--- src/rtl/mul_seq_ctrl.sv ---
// Sequencer for the 32-bit shift-add multiplier: latches operands, clears the
// datapath, runs one MUL pass per multiplier bit, then captures HI/LO and pulses done.
module mul_seq_ctrl #(
  parameter int unsigned MUL_CYCLES = 32,
  parameter logic [5:0]  SIG_IDLE   = 6'b000000,
  parameter logic [5:0]  SIG_MUL    = 6'b011001,
  parameter logic [5:0]  SIG_OUT    = 6'b111111
) (
  input  logic        clk,
  input  logic        reset,
  input  logic        start,
  input  logic [31:0] op_a,
  input  logic [31:0] op_b,
  input  logic [63:0] mul_product,
  output logic [31:0] mul_a,
  output logic [31:0] mul_b,
  output logic [5:0]  mul_signal,
  output logic        mul_reset,
  output logic        busy,
  output logic        done,
  output logic [31:0] hi,
  output logic [31:0] lo
);

  typedef enum logic [1:0] {
    S_IDLE,
    S_CLEAR,
    S_RUN,
    S_CAPTURE
  } state_e;

  state_e      state_q, state_d;
  logic [5:0]  cnt_q, cnt_d;
  logic [31:0] a_q, a_d;
  logic [31:0] b_q, b_d;
  logic [31:0] hi_q, hi_d;
  logic [31:0] lo_q, lo_d;
  logic        done_q, done_d;
  logic        clear;

  // NOTE: reset is synchronous, so it lives inside the clocked branch rather than the sensitivity list.
  always_ff @(posedge clk) begin
    if (reset) begin
      state_q <= S_IDLE;
      cnt_q   <= '0;
      a_q     <= '0;
      b_q     <= '0;
      hi_q    <= '0;
      lo_q    <= '0;
      done_q  <= 1'b0;
    end else begin
      state_q <= state_d;
      cnt_q   <= cnt_d;
      a_q     <= a_d;
      b_q     <= b_d;
      hi_q    <= hi_d;
      lo_q    <= lo_d;
      done_q  <= done_d;
    end
  end

  // NOTE: every signal gets a default before the case so no path can infer a latch.
  always_comb begin
    state_d    = state_q;
    cnt_d      = cnt_q;
    a_d        = a_q;
    b_d        = b_q;
    hi_d       = hi_q;
    lo_d       = lo_q;
    done_d     = 1'b0;
    mul_signal = SIG_IDLE;
    busy       = 1'b1;
    clear      = 1'b0;

    case (state_q)
      S_IDLE: begin
        busy = 1'b0;
        if (start) begin
          a_d     = op_a;
          b_d     = op_b;
          state_d = S_CLEAR;
        end
      end
      S_CLEAR: begin
        clear   = 1'b1;
        cnt_d   = 6'(MUL_CYCLES - 1);
        state_d = S_RUN;
      end
      S_RUN: begin
        // The IDLE->MUL code edge on entry is what loads operands into the datapath.
        mul_signal = SIG_MUL;
        if (cnt_q == 6'd0) begin
          state_d = S_CAPTURE;
        end else begin
          cnt_d = cnt_q - 6'd1;
        end
      end
      S_CAPTURE: begin
        mul_signal = SIG_OUT;
        hi_d       = mul_product[63:32];
        lo_d       = mul_product[31:0];
        done_d     = 1'b1;
        state_d    = S_IDLE;
      end
      default: state_d = S_IDLE;
    endcase
  end

  assign mul_reset = reset | clear;
  assign mul_a     = a_q;
  assign mul_b     = b_q;
  assign hi        = hi_q;
  assign lo        = lo_q;
  assign done      = done_q;

endmodule

--- config.mk ---
export PLATFORM = sky130hd
export DESIGN_NAME = mul_seq_ctrl
export DESIGN_NICKNAME = d
export VERILOG_FILES = /design/src/rtl/mul_seq_ctrl.sv
export SDC_FILE = /design/constraint.sdc
export NUM_CORES = 1
export LEC_CHECK = 0
export ABC_AREA = 1
export BUFFER_PORTS_ARGS = -buffer_cell sky130_fd_sc_hd__buf_2
export CAP_MARGIN = 40
export CORE_MARGIN = 4
export CORE_UTILIZATION = 48
export CTS_BUF_LIST = sky130_fd_sc_hd__clkbuf_16
export DETAILED_ROUTE_END_ITERATION = 8
export GPL_ROUTABILITY_DRIVEN = 0
export GPL_TIMING_DRIVEN = 0
export PLACE_DENSITY = 0.85
export SYNTH_ARGS = -nofsm -noshare
export SYNTH_HDL_FRONTEND = slang
export SYNTH_SLANG_ARGS = --single-unit
--- constraint.sdc ---
create_clock -name clk -period 2.2 [get_ports clk]
set_input_delay 0 -clock clk [delete_from_list [all_inputs] [get_ports clk]]
set_output_delay 0 -clock clk [all_outputs]
set_load 0.05 [all_outputs]
==> flow_summary.json <==
{
  "crit_type": "reg2out",
  "p_per_area_mw_per_mm2": 1417,
  "maxUsedRoutingLayer": "met4",
  "cp.arrival_ps": 2080,
  "slowest_stage": "dfxtp_1",
  "grt_pass1_wl_um": 34510,
  "synth_top_cell_area_share_pct": 54.06,
  "portBuffers": 266,
  "cp_cell_sequence": "ha_1 > clkbuf_4 > inv_2 > buf_6 > buf_6 > nand2_1 > buf_4 > buf_2",
  "grt_antenna_before_repair": 3,
  "cts_root_buf": "clkbuf_16",
  "path_clk_slew_ps": 60,
  "worstSkewPairLatency_ps": 400,
  "slew_viol_final": 0,
  "leakage_uw": 0.004376,
  "detail-route-antenna-nets": 0,
  "ir_drop_mv": 0.7672,
  "synth.area.top_cells": "dfxtp_1 (54%), nor2_1 (20%), o21ai_1 (11%)",
  "cpPeakStageDelay_ps": 380,
  "dp_hpwl_um": 11420,
  "syn-cell-area_mm2": 0.005074,
  "chipWidth_um": 110.8,
  "p_sw_uw": 5615,
  "drc": 0,
  "whs_ps": 25.54,
  "wl_met3_um": 2336,
  "die_h_um": 110.8,
  "grt_max_degree": 17,
  "avgRoutedWirePerCell_um": 17.92,
  "required_ps": 2200,
  "tightest_slew_ps": 404.1,
  "pwr-share-comb_pct": 45.5,
  "num_rows": 37,
  "dr.pass1.iters": 5,
  "synth_area_leader_cell": "dfxtp_1",
  "syn_inst": 646,
  "syn_nets": 784,
  "syn2layout_area_growth_pct": 67.47,
  "seq_area_frac_synth_pct": 54.06,
  "hold_viol_final": 0,
  "grt_pass1_vias": 6769,
  "wl_met1_um": 7402,
  "synth_area_per_cell_um2": 7.854,
  "synth_seq_cells": 137,
  "cp-end-kind": "primary output",
  "vias": 6517,
  "start_util_pct": 49.15,
  "drv_cap": 0,
  "first_iter_violations": 740,
  "numCtsBuffers": 17,
  "post-route-period-util_pct": 94.77,
  "cts.sinks": 137,
  "rsz0062_at_grt": "no",
  "finClkSkew_ps": 8.140,
  "coreArea_mm2": 0.01032,
  "relSlewSlack_pct": 73.06,
  "cp-start-kind": "flop",
  "p_clk_share_pct": 25.0,
  "worstSetupStartpoint": "state_q[1]",
  "gr-total-overflow": 0,
  "min_from": "start",
  "finalCriticalPeriod_ps": 2085,
  "seqPwrFrac_pct": 29.5,
  "swShare_pct": 46.64,
  "drive_gt1_share_pct": 33.12,
  "die_area_mm2": 0.01228,
  "grtUsageTotal_pct": 34.77,
  "clock.fmax_mhz": 479.6,
  "ys_warn_count": 0,
  "wl_um": 21700,
  "dr_wl_met2_um": 10570,
  "fin_nets": 1198,
  "hp-class": "in2reg",
  "setup_viol": 0,
  "ctsLongestPathBuffers": 2,
  "vias_per_cell": 5.382,
  "status": "complete, no violations",
  "critPathMaxFanout": 10,
  "cpMostUsedCell": "buf_6",
  "design.portCount": 268,
  "p_int_uw": 6424,
  "htreeDepth": 4,
  "synth.distinct_cells": 23,
  "cts_tree": "built",
  "tns_ps": 0,
  "r2r-start": "state_q[1]"
}
## cell type report
cell class / instances / area, um^2
clock buffers: 17 / 425.4
diodes: 3 / 7.507
fillers: 537 / 1827
multi-input cells: 447 / 1956
flip-flops and latches: 137 / 2743
repair buffers: 395 / 2623
clock inverters: 14 / 195.2
inverters: 14 / 52.55
well taps: 136 / 170.2
plain buffers: 48 / 325.3
## repair_timing
action                                  CTS  global route
endpoints found under the hold margin   134             0
buffers inserted                          0             0
resized for setup                         0             1
endpoints found under the setup margin    0             2
hold buffers                            129             0
## power groups by stage
stage | sequential (uW) | combinational, uW | clock, uW
floorplan | 5540 | 1820 | 0
finish | 3550 | 5480 | 3010
global route | 3600 | 5790 | 3140
global placement | 3490 | 5000 | 0
detailed placement | 3510 | 5060 | 0
CTS | 3470 | 5260 | 3010
## routing by layer
metal,vias to the layer above,global-route usage (%)
li1,2892,-
met1,2951,36.24
met2,535,60.15
met3,139,11.03
met4,0,22.25
met5,-,0
## registers in the layout, summed over array words and instances, names as in the netlist
signal	count
mul_a	32
mul_b	32
cnt_q	6
lo	32
state_q	2
hi	32
done	1
## path summary, 6_finish.rpt
path,end,cells past startpoint,slack [ps]
worst max-delay path,mul_signal[3],8,120
worst min-delay path,state_q[0],5,30
worst max register to register,mul_a[19],7,490
worst min register to register,lo[7],2,480
## cells in the final DEF (no fill, tap or decap), drive strengths merged
cell type / instances
bufinv: 4
buf: 311
a21oi: 6
ha: 7
clkinv: 5
nor2: 268
nand2: 21
dlygate4sd3: 129
diode: 3
dfxtp: 137
clkbuf: 20
a21boi: 1
o21ai: 129
clkinvlp: 1
or2: 3
inv: 18
nand4: 1
nand3: 11
## cells in the mapped netlist, drive strengths merged
| cell type | instances |
|---|---|
| buf | 46 |
| nand2 | 21 |
| clkbuf | 2 |
| a21boi | 1 |
| nor2 | 268 |
| a21oi | 6 |
| ha | 7 |
| dfxtp | 137 |
| o21ai | 129 |
| nand4 | 1 |
| nand3 | 11 |
| inv | 14 |
| or2 | 3 |
## per-stage QoR
stage                     worst slack, ps  instance area (um^2)  cells  utilization, %  total power (uW)
after floorplan                     490.9                  5074    646               -              7364
after global placement              521.3                  6575   1048           63.69              8486
after detailed placement            508.3                  6575   1048           63.69              8572
after CTS                           54.29                  8487   1208           82.21             11740
after global routing                11.89                  8497   1211           82.31             12530
final                               115.1                  8497   1211           82.31             12040
## critical path, delay by kind of cell (launching register included)
family	cells	cell delay, ps
fa+ha+maj	1	270
simple gates	1	90
buf+inv	6	950
flops	1	380
## cells by family (layout without fill, tap and decap cells)
group	count (synthesis)	count (layout)	share of synthesized area, %
AOI/OAI and AO/OA	136	136	13.46
adders and majority gates	7	7	1.726
buffers and inverters	62	488	7.398
DFF	137	137	54.06
other	0	3	0
and+or+nand+nor	304	304	23.35
No activity file was read; power rests on OpenSTA's default activity.
